[src/rtl/ffe_tap_sequencer_if.sv]
// Purpose: bundle of sample, coefficient-write, MAC-control and result-handshake signals for the FFE tap sequencer.
// Latency: none; this is wiring only.
// Backpressure: in_ready/in_valid on the input side, out_valid/out_ready on the result side.
interface ffe_tap_sequencer_if #(
    parameter int NUM_TAPS = 3,
    parameter int TAP_W    = (NUM_TAPS > 2) ? $clog2(NUM_TAPS) : 1
);
    logic             in_valid;
    logic             in_ready;
    logic             coef_wr_req;
    logic             coef_wr_gnt;
    logic             shift_en;
    logic             acc_clr;
    logic             acc_en;
    logic [TAP_W-1:0] tap_sel;
    logic             out_valid;
    logic             out_ready;
    logic             busy;

    // Sequencer side
    modport master (
        input  in_valid, coef_wr_req, out_ready,
        output in_ready, coef_wr_gnt, shift_en, acc_clr, acc_en, tap_sel, out_valid, busy
    );

    // Environment side: sample source, coefficient writer, datapath and sink
    modport slave (
        output in_valid, coef_wr_req, out_ready,
        input  in_ready, coef_wr_gnt, shift_en, acc_clr, acc_en, tap_sel, out_valid, busy
    );
endinterface

[src/rtl/ffe_tap_sequencer.sv]
// Purpose: sequences one shared MAC across NUM_TAPS taps per sample and arbitrates coefficient writes.
// Latency: accept at k -> shift/clear at k+1, MAC k+2..k+NUM_TAPS+1, out_valid at k+NUM_TAPS+2.
// Backpressure: out_valid holds (accumulator frozen) until out_ready; in_ready only in IDLE without a write request.
module ffe_tap_sequencer #(
    parameter int NUM_TAPS = 3,
    parameter int TAP_W    = (NUM_TAPS > 2) ? $clog2(NUM_TAPS) : 1
) (
    input  logic                  clk,
    input  logic                  rst,
    ffe_tap_sequencer_if.master   sif
);

    typedef enum logic [2:0] {
        IDLE  = 3'd0,
        COEF  = 3'd1,
        SHIFT = 3'd2,
        MAC   = 3'd3,
        DONE  = 3'd4
    } state_t;

    localparam logic [TAP_W-1:0] LAST_TAP = TAP_W'(NUM_TAPS - 1);

    state_t           state, state_nxt;
    logic [TAP_W-1:0] tap_cnt, tap_cnt_nxt;

    // State and tap counter registers; reset drops any partial sum in flight
    always_ff @(posedge clk or posedge rst) begin
        if (rst) begin
            state   <= IDLE;
            tap_cnt <= '0;
        end else begin
            state   <= state_nxt;
            tap_cnt <= tap_cnt_nxt;
        end
    end

    // Next-state, counter and Moore output decode; in_ready also looks at the write request
    always_comb begin
        state_nxt       = state;
        tap_cnt_nxt     = tap_cnt;
        sif.in_ready    = 1'b0;
        sif.coef_wr_gnt = 1'b0;
        sif.shift_en    = 1'b0;
        sif.acc_clr     = 1'b0;
        sif.acc_en      = 1'b0;
        sif.tap_sel     = '0;
        sif.out_valid   = 1'b0;
        sif.busy        = 1'b1;

        case (state)
            IDLE: begin
                sif.busy     = 1'b0;
                // A pending coefficient write wins over a sample on the same cycle
                sif.in_ready = !sif.coef_wr_req && !rst;
                if (sif.coef_wr_req) begin
                    state_nxt = COEF;
                end else if (sif.in_valid) begin
                    state_nxt = SHIFT;
                end
            end
            COEF: begin
                sif.coef_wr_gnt = 1'b1;
                state_nxt       = IDLE;
            end
            SHIFT: begin
                sif.shift_en = 1'b1;
                sif.acc_clr  = 1'b1;
                tap_cnt_nxt  = '0;
                state_nxt    = MAC;
            end
            MAC: begin
                sif.acc_en  = 1'b1;
                sif.tap_sel = tap_cnt;
                if (tap_cnt == LAST_TAP) begin
                    tap_cnt_nxt = '0;
                    state_nxt   = DONE;
                end else begin
                    tap_cnt_nxt = tap_cnt + TAP_W'(1);
                end
            end
            DONE: begin
                // Accumulator is frozen here so the sum stays stable while the sink stalls
                sif.out_valid = 1'b1;
                if (sif.out_ready) begin
                    state_nxt = IDLE;
                end
            end
            default: begin
                state_nxt   = IDLE;
                tap_cnt_nxt = '0;
            end
        endcase
    end

endmodule

[src/flat_wrapper.sv]
// flat-port wrapper written by rule: the top's interface ports become plain ports
module ffe_tap_sequencer_flat 
#(
    parameter int NUM_TAPS = 3,
    parameter int TAP_W    = (NUM_TAPS > 2) ? $clog2(NUM_TAPS) : 1
)
  (clk, rst, sif_in_valid, sif_coef_wr_req, sif_out_ready, sif_in_ready, sif_coef_wr_gnt, sif_shift_en, sif_acc_clr, sif_acc_en, sif_tap_sel, sif_out_valid, sif_busy);
  ffe_tap_sequencer_if #(.NUM_TAPS(NUM_TAPS), .TAP_W(TAP_W)) sif_i ();
  input  logic clk;
  input  logic rst;
  input wire logic [$bits(sif_i.in_valid)-1:0] sif_in_valid;
  input wire logic [$bits(sif_i.coef_wr_req)-1:0] sif_coef_wr_req;
  input wire logic [$bits(sif_i.out_ready)-1:0] sif_out_ready;
  output wire logic [$bits(sif_i.in_ready)-1:0] sif_in_ready;
  output wire logic [$bits(sif_i.coef_wr_gnt)-1:0] sif_coef_wr_gnt;
  output wire logic [$bits(sif_i.shift_en)-1:0] sif_shift_en;
  output wire logic [$bits(sif_i.acc_clr)-1:0] sif_acc_clr;
  output wire logic [$bits(sif_i.acc_en)-1:0] sif_acc_en;
  output wire logic [$bits(sif_i.tap_sel)-1:0] sif_tap_sel;
  output wire logic [$bits(sif_i.out_valid)-1:0] sif_out_valid;
  output wire logic [$bits(sif_i.busy)-1:0] sif_busy;
  assign sif_i.in_valid = sif_in_valid;
  assign sif_i.coef_wr_req = sif_coef_wr_req;
  assign sif_i.out_ready = sif_out_ready;
  assign sif_in_ready = sif_i.in_ready;
  assign sif_coef_wr_gnt = sif_i.coef_wr_gnt;
  assign sif_shift_en = sif_i.shift_en;
  assign sif_acc_clr = sif_i.acc_clr;
  assign sif_acc_en = sif_i.acc_en;
  assign sif_tap_sel = sif_i.tap_sel;
  assign sif_out_valid = sif_i.out_valid;
  assign sif_busy = sif_i.busy;
  ffe_tap_sequencer #(.NUM_TAPS(NUM_TAPS), .TAP_W(TAP_W)) u_core (.clk(clk), .rst(rst), .sif(sif_i));
endmodule
[config.mk]
export PLATFORM = sky130hd
export DESIGN_NAME = ffe_tap_sequencer_flat
export DESIGN_NICKNAME = d
export VERILOG_FILES = /design/src/rtl/ffe_tap_sequencer_if.sv /design/src/rtl/ffe_tap_sequencer.sv /design/src/flat_wrapper.sv
export SDC_FILE = /design/constraint.sdc
export NUM_CORES = 1
export LEC_CHECK = 0
export CORE_AREA = 2 2 39 41
export CTS_CLUSTER_SIZE = 16
export DETAILED_ROUTE_END_ITERATION = 8
export DIE_AREA = 0 0 41 43
export SLEW_MARGIN = 30
export SYNTH_ARGS = -nofsm -noshare
export SYNTH_HDL_FRONTEND = slang
export SYNTH_SLANG_ARGS = --single-unit
[constraint.sdc]
create_clock -name clk -period 4.2 [get_ports clk]
set_clock_uncertainty 0.2 [all_clocks]
set_input_delay 1.26 -clock clk [delete_from_list [all_inputs] [get_ports clk]]
set_output_delay 1.26 -clock clk [all_outputs]
set_load 0.05 [all_outputs]
==> Yosys cells after proc, flatten, opt, wreduce, memory -nomap -nowiden <==
Cells that the tools add are included.
{ "totals": {"word_cells": 31, "regBits": 5, "inputBits": 5, "output_inout_bits": 9} }
{ "classes": {"muxes": 14, "n_eq_ne": 8, "n_reduce_logical": 6, "addsub": 1} }
{ "op_table": {"columns": ["op", "n"], "rows": [
  ["2-to-1 mux 3 bit", 4],
  ["one-hot mux 3 bit (4 select lines)", 1],
  ["equality test 3 x 2 -> 1 bit (second input constant)", 2],
  ["2-to-1 mux 1 bit", 6],
  ["2-to-1 mux 2 bit", 2],
  ["one-hot mux 2 bit (2 select lines)", 1],
  ["equality test 3 x 1 -> 1 bit (second input constant)", 1],
  ["equality test 3 bit (second input constant)", 1],
  ["zero test 3 bit", 1],
  ["inequality test 3 bit (second input constant)", 1],
  ["AND reduction 3 bit", 1],
  ["OR reduction 3 bit", 1],
  ["adder 2 x 1 -> 2 bit (second input constant)", 1],
  ["equality test 2 bit (second input constant)", 1],
  ["zero test 1 bit", 2],
  ["inequality test 2 x 1 -> 1 bit (second input constant)", 1],
  ["inequality test 2 bit (second input constant)", 1],
  ["logical AND 1 bit", 1]
]} }

==> Longest topological paths before layout <==
Gate-level depths: netlist of the first run.
{ "depth": {"depth_word": 3, "mapped_depth": 4, "mapped_depth_nobuf": 2} }

==> Worst setup path before layout of the first run <==
No wires, ideal clock.
{ "synth_path": {"path_kind": "input-to-output", "start": "in sif_coef_wr_req", "end": "out sif_in_ready", "t_required_ps": 2740, "stages": 1, "path_buffers": 0, "path_slack_ps": 820, "arrival_time_ps": 1920, "path_cell_list": "nor3_2"} }
{ "synth_via": {"elab_chain_cells": 3} }
{ "synth_lines": {"columns": ["element", "line", "rtl"], "rows": [
  ["from (decl)", "flat_wrapper.sv:12", "input wire logic [$bits(sif_i.coef_wr_req)-1:0] sif_coef_wr_req;"],
  ["zero test 1 bit", "ffe_tap_sequencer.sv:54", "sif.in_ready = !sif.coef_wr_req && !rst;"],
  ["logical AND 1 bit", "ffe_tap_sequencer.sv:54", null],
  ["2-to-1 mux 1 bit", "ffe_tap_sequencer.sv:50", "case (state)"],
  ["to (decl)", "flat_wrapper.sv:14", "output wire logic [$bits(sif_i.in_ready)-1:0] sif_in_ready;"]
]} }
Every way passes these cells.

==> Worst setup path in the final report of the first run <==
Ends and elaborated chain as after synthesis.

==> qor.txt, run 1 <==
setup_tns - 0 ns
Worst-Skew Late Latency - 0.25 ns
status - completed
non-filler instance count after layout - 63
hold buffer count at CTS - 0
switching portion of total power - 50.8%
Mapped Area - 354 sq um
Post-Route WL - 676 um
# H-tree levels - 1
die area - 0.00176 sq mm
Sink Count - 5
core area - 0.00138 sq mm
Synth warnings - 0
Synth Area in Compound Gates - 12.7%
Die Wd - 41 um
dpl cells - 59
total number of vias - 294
internal power - 0.221 mW
share of cells above drive strength 1 - 23.4%
CTS tree - yes
vias in the first global route - 228
Peak supply drop - 282 uV
Antenna Nets Post-Route - 0
Post-Syn Instances - 34
Synth Area in Adders - 0%
Worst Max-Slew Pin Slew - 0.497 ns
Mapped Avg Cell Area - 10.4 sq um
post-layout min period - 3.60 ns
PwrDens - 888 mW/mm^2
post-cts resize count - 0
Worst EP required - 2.74 ns
sequential share of the synthesized area - 35.3%
flops & latches, synth - 5
share of power burned in registers - 25.0%
main combinational cell family by area after synthesis - simple AND/OR/NAND/NOR gates
first-pass GRT wire length - 1.04 mm
Clock Tree Buf Depth - 2
wire length per cell - 10.7 um
Reg clk slew, reported paths - 0.04 ns
max incr delay on CP - 0.45 ns
worst min path class - register to register
num rows - 14
maxcap violations - 0
crit path capture type - output pin
largest net degree at the start of global routing - 13
setup violators final - 0
TritonRoute pass-1 iters - 4
fin. max-slew vios - 0
drt via density - 4.67
Critical Path Fanout Max - 3
area leader, netlist - dfrtp_1
IO Pins - 14
Syn-to-layout area delta - 42.8%
Buffers on Ports - 13
FFs w/ async S/R, synth - 100%
Initial Util - 25.6%
HPWL after detailed placement - 477 um
share of the clock period used by the worst path - 85.7%
relative slew slack - 66.8%
startpoint types - input port
simple-gate share of the synthesized area - 34.6%
post-synth net total - 39
Total GRT Usage - 10.1%
grt total ovfl - 0
CTS buffer count - 3
Post-CTS Setup Bufs - 0
kind of critical path - input port to output pin
Yosys top cell area share - 35.3%
initial antenna violation count - 0
clock network power share - 12.6%
clock root buffer - clkbuf_4
DRC violations left - 0
Max Clock Freq - 278 MHz
Critical Path, Cell by Cell - clkdlybuf4s50_1 -> nor3_2 -> buf_12
Final Wtd Congestion - 0.632
P_sw - 0.228 mW
main flop type after synthesis - dfrtp_1
Logic pwr share - 62.4%
Die Span Y - 43 um
EDFF count, synth - 0
Leak - 0.215 nW
Nets - 53
multiplexer area fraction after synthesis - 3.18%
final hold violations - 0
Iteration-0 DRC Markers - 5
synth top area cells - dfrtp_1 35%, buf_6 6.4%, inv_1 4.2%
XOR/XNOR Fraction of Synth Area - 0%
Ant. Diodes - 0
Slowest-stage cell, CP - clkdlybuf4s50_1
Synth cell types - 24
unrepaired setup endpoints after global routing - no
Arr. time, crit path - 2.14 ns
placed cells by master (no fill, tap or decap):
master and n:
clkbuf_1 1, nor3b_1 2, nor2_1 2, buf_12 1, and3_1 1, nand2b_1 1
or3_4 1, dfrtp_1 5, inv_1 4, a21oi_1 1, a32o_1 1, nor4b_1 1
nor3_2 1, and3b_2 1, a211o_1 1, o2bb2ai_1 1, clkbuf_4 3, and4b_2 1
or3b_1 1, a211oi_2 1, nor3b_2 1, mux2_2 1, and3b_1 1, clkdlybuf4s50_1 12
and2_1 1
worst paths after layout:
| path | startpoint | end | slack (ns) | depth (start not counted) |
|---|---|---|---|---|
| setup / recovery | sif_coef_wr_req | sif_in_ready | 0.60 | 3 |
| hold / removal | u_core.tap_cnt[1] | u_core.tap_cnt[1] | 0.36 | 1 |
| setup reg to reg | u_core.state[0] | u_core.state[1] | 2.78 | 2 |
| hold reg to reg | u_core.tap_cnt[1] | u_core.tap_cnt[1] | 0.36 | 1 |
| max in group asynchronous | rst | u_core.tap_cnt[0] | 2.57 | 2 |
| min in group asynchronous | rst | u_core.tap_cnt[1] | 1.06 | 2 |
per-layer routing:
layer  wire [um]  track usage (%)  vias up
li1            -                -      146
met1         311             13.2      136
met2         285             9.38        7
met3          52             9.42        5
met4          27             8.00        0
met5           0                0        -
kinds of logic (layout without fill, tap and decap cells):
family | Yosys count | count (layout)
and+or+nand+nor | 15 | 15
AOI/OAI and AO/OA | 5 | 5
muxes | 1 | 1
DFF | 5 | 5
buffers and inverters | 8 | 21
Yosys cell counts, types with 2 or more instances:
cell type and count:
nor3b_1 2, dfrtp_1 5, nor2_1 2, inv_1 4
buf_6 2
critical path, delay by kind of cell:
kind / cells / cell delay, ns
buf+inv: 2 / 0.62
simple gates: 1 / 0.26
power by group through the flow:
stage / combinational [mW] / clock [mW] / sequential (mW)
detailed placement: 0.281 / 0 / 0.113
floorplan: 0.249 / 0 / 0.0827
global placement: 0.281 / 0 / 0.111
global route: 0.295 / 0.0626 / 0.117
CTS: 0.282 / 0.0586 / 0.112
finish: 0.280 / 0.0567 / 0.112
registers in the layout, indices dropped and copies added (netlist names):
name	cells
u_core.state	3
u_core.tap_cnt	2
final cells by class:
type	instances	area, sq um
clock buffers	4	26.3
repair buffers	13	140
fillers	146	878
well taps	16	20.0
inverters	4	15.0
flip-flops and latches	5	125
multi-input cells	21	179
through the flow:
stage	setup WS, ns	utilization (%)	hold slack, ns	cell area [sq um]	total power [mW]
global route	0.570	36.5	0.384	505	0.476
finish	0.599	36.5	0.365	505	0.449
CTS	0.593	36.5	0.368	505	0.453
global placement	0.604	34.6	0.353	479	0.393
floorplan	0.820	-	0.325	354	0.331
detailed placement	0.594	34.6	0.358	479	0.394
Power figures use the tool's default switching activity.
==> inputs of run 2 (changes only) <==
--- a/config.mk
+++ b/config.mk
@@ -9,6 +9,8 @@
 export CTS_CLUSTER_SIZE = 16
 export DETAILED_ROUTE_END_ITERATION = 8
 export DIE_AREA = 0 0 41 43
+export MAX_ROUTING_LAYER = met4
+export REMOVE_ABC_BUFFERS = 1
 export SLEW_MARGIN = 30
 export SYNTH_ARGS = -nofsm -noshare
 export SYNTH_HDL_FRONTEND = slang
==> run 2 against run 1 <==
Compared with the run above: critical path depth did not move; cell count stayed put; worst setup slack got worse by 0.015 ns; critical path type unchanged; critical endpoint unchanged; highest routed layer is now met3.
==> qor.txt, run 2 (synthesized netlist as in run 1, its figures left out) <==
Largest register FFs - 3 (unchanged)
Die Wd - 41 um (unchanged)
num rows - 14 (unchanged)
wire length per cell - 10.6 um (-1.0%)
hold_ws - 0.370 ns (+0.00525 ns)
initial antenna violation count - 0 (unchanged)
Antenna Nets Post-Route - 0 (unchanged)
largest registers - u_core.state: 3 flops, u_core.tap_cnt: 2 flops
final hold violations - 0 (unchanged)
IO Pins - 14 (unchanged)
worst min path class - register to register
Initial Util - 25.6% (unchanged)
HPWL after detailed placement - 479 um (+0.38%)
non-filler instance count after layout - 63 (unchanged)
vias in the first global route - 265 (+16%)
Max Clock Freq - 277 MHz (-0.43%)
Logic pwr share - 62.2% (-0.2 points)
dpl cells - 59 (unchanged)
Ant. Diodes - 0 (unchanged)
total number of vias - 290 (-1.4%)
Worst EP required - 2.74 ns (about the same)
Worst Max-Slew Pin Slew - 0.494 ns (-0.00256 ns)
share of cells above drive strength 1 - 23.4% (unchanged)
DR WL met3 - 62 um (+19%)
relative slew slack - 66.9% (+0.17 points)
first-pass GRT wire length - 1.09 mm (+4.7%)
TritonRoute pass-1 iters - 4 (unchanged)
P_sw - 0.227 mW (-0.50%)
unrepaired setup endpoints after global routing - no
PwrDens - 885 mW/mm^2 (-0.29%)
core area - 0.00138 sq mm (unchanged)
Place WS - 0.575 ns (-0.0197 ns)
startpoint types - input port
CTS buffer count - 3 (unchanged)
clock root buffer - clkbuf_4
Clock Tree Buf Depth - 2 (unchanged)
Arr. time, crit path - 2.16 ns (+0.02 ns)
clock network power share - 12.5% (about the same)
top routing layer used - met3
internal power - 0.221 mW (about the same)
share of power burned in registers - 25.3% (+0.3 points)
Final Wtd Congestion - 0.722 (+14%)
Nets - 53 (unchanged)
Critical Path Fanout Max - 3 (unchanged)
drt via density - 4.60 (-1.4%)
Leak - 0.215 nW (unchanged)
Total GRT Usage - 10.0% (-0.091 points)
origin of the critical flop-to-flop path - u_core.state[0]
Worst-Skew Late Latency - 0.24 ns (about the same)
switching portion of total power - 50.7% (-0.11 points)
DRC violations left - 0 (unchanged)
most common cell after layout, fill and taps aside - clkdlybuf4s50_1
Reg clk slew, reported paths - 0.04 ns (about the same)
worst reg2reg endpoint - u_core.state[1]
Sink Count - 5 (unchanged)
post-layout min period - 3.62 ns (+0.0155 ns)
kind of critical path - input port to output pin
setup violators final - 0 (unchanged)
fin. max-slew vios - 0 (unchanged)
Syn-to-layout area delta - 42.8% (unchanged)
area of the multi-input gates - 179 sq um (unchanged)
setup_tns - 0 ns (unchanged)
CP endpoint - sif_in_ready
Post-CTS Setup Bufs - 0 (unchanged)
crit path capture type - output pin
CTS tree - yes
die area - 0.00176 sq mm (unchanged)
# H-tree levels - 1 (unchanged)
maxcap violations - 0 (unchanged)
met2 wire len - 306 um (+7.4%)
fill cell count - 144 (-1.4%)
share of the clock period used by the worst path - 86.1% (+0.37 points)
hold buffer count at CTS - 0 (unchanged)
Buffers on Ports - 13 (unchanged)
largest net degree at the start of global routing - 13 (unchanged)
register area - 125 sq um (unchanged)
Post-Route WL - 669 um (-1.0%)
R2R Setup Slk - 2.77 ns (about the same)
post-route worst setup slack - 0.583 ns (-0.0155 ns)
largest reg by FF count - u_core.state
reg2reg path depth - 2 (unchanged)
Die Span Y - 43 um (unchanged)
status - completed
worst setup path startpoint - sif_coef_wr_req
post-cts resize count - 0 (unchanged)
Metal-1 WL - 299 um (-3.9%)
Peak supply drop - 261 uV (-7.4%)
Iteration-0 DRC Markers - 6 (+1)
most frequent cells in the layout - 12 x clkdlybuf4s50_1, 5 x dfrtp_1, 4 x inv_1
Tot Pwr - 0.447 mW (-0.29%)
grt total ovfl - 0 (unchanged)
==> run 2: cell counts in the layout (fill, tap and decap cells not counted) <==
No cell type changed its count.
==> run 2: area by class of cell <==
| cell class | count | share of cell area, % |
|---|---|---|
| timing repair buffer | 13 | 27.7 |
| multi-input combinational | 21 | 35.4 |
| sequential | 5 | 24.8 |
| tap | 16 | 3.96 |
| inverter | 4 | 2.97 |
| clock buffer | 4 | 5.20 |
==> run 2: worst min-delay path by stage <==
stage	depth (start not counted)	from	end
after floorplan	1	u_core.tap_cnt[1]	u_core.tap_cnt[1]
after global placement	1	u_core.tap_cnt[1]	u_core.tap_cnt[1]
after detailed placement	1	u_core.tap_cnt[1]	u_core.tap_cnt[1]
after CTS	1	u_core.tap_cnt[1]	u_core.tap_cnt[1]
after global routing	1	u_core.tap_cnt[1]	u_core.tap_cnt[1]
final	1	u_core.tap_cnt[1]	u_core.tap_cnt[1]
==> run 2: power by group through the flow <==
stage | combinational, mW | sequential [mW] | clock (mW)
after floorplan | 0.204 | 0.101 | 0
after global placement | 0.280 | 0.112 | 0
after detailed placement | 0.280 | 0.114 | 0
after CTS | 0.281 | 0.113 | 0.0583
after global routing | 0.294 | 0.121 | 0.0618
final | 0.278 | 0.113 | 0.0560
==> run 2: per-layer routing <==
metal	GRT usage (%)	vias to the layer above
met5	-	-
met4	4.00	0
met3	7.85	0
met2	12.5	11
met1	11.7	134
li1	-	145
==> run 2: critical path, stage by stage <==
cell             delay, ns
clkdlybuf4s50_1       0.45
nor3_2                0.27
buf_12                0.17
==> run 2: stage by stage <==
step | instance area (sq um) | utilization (%)
2_1_floorplan | 319 | -
3_3_place_gp | 479 | 34.6
3_5_place_dp | 479 | 34.6
4_1_cts | 505 | 36.5
5_1_grt | 505 | 36.5
6_report | 505 | 36.5
==> inputs of run 3 (changes only) <==
--- a/config.mk
+++ b/config.mk
@@ -11,6 +11,7 @@
 export DIE_AREA = 0 0 41 43
 export MAX_ROUTING_LAYER = met4
 export REMOVE_ABC_BUFFERS = 1
+export SETUP_SLACK_MARGIN = 0.05
 export SLEW_MARGIN = 30
 export SYNTH_ARGS = -nofsm -noshare
 export SYNTH_HDL_FRONTEND = slang
==> results of run 3 <==
Same layout as run 2: the final DEF is identical, and so are final timing and power.
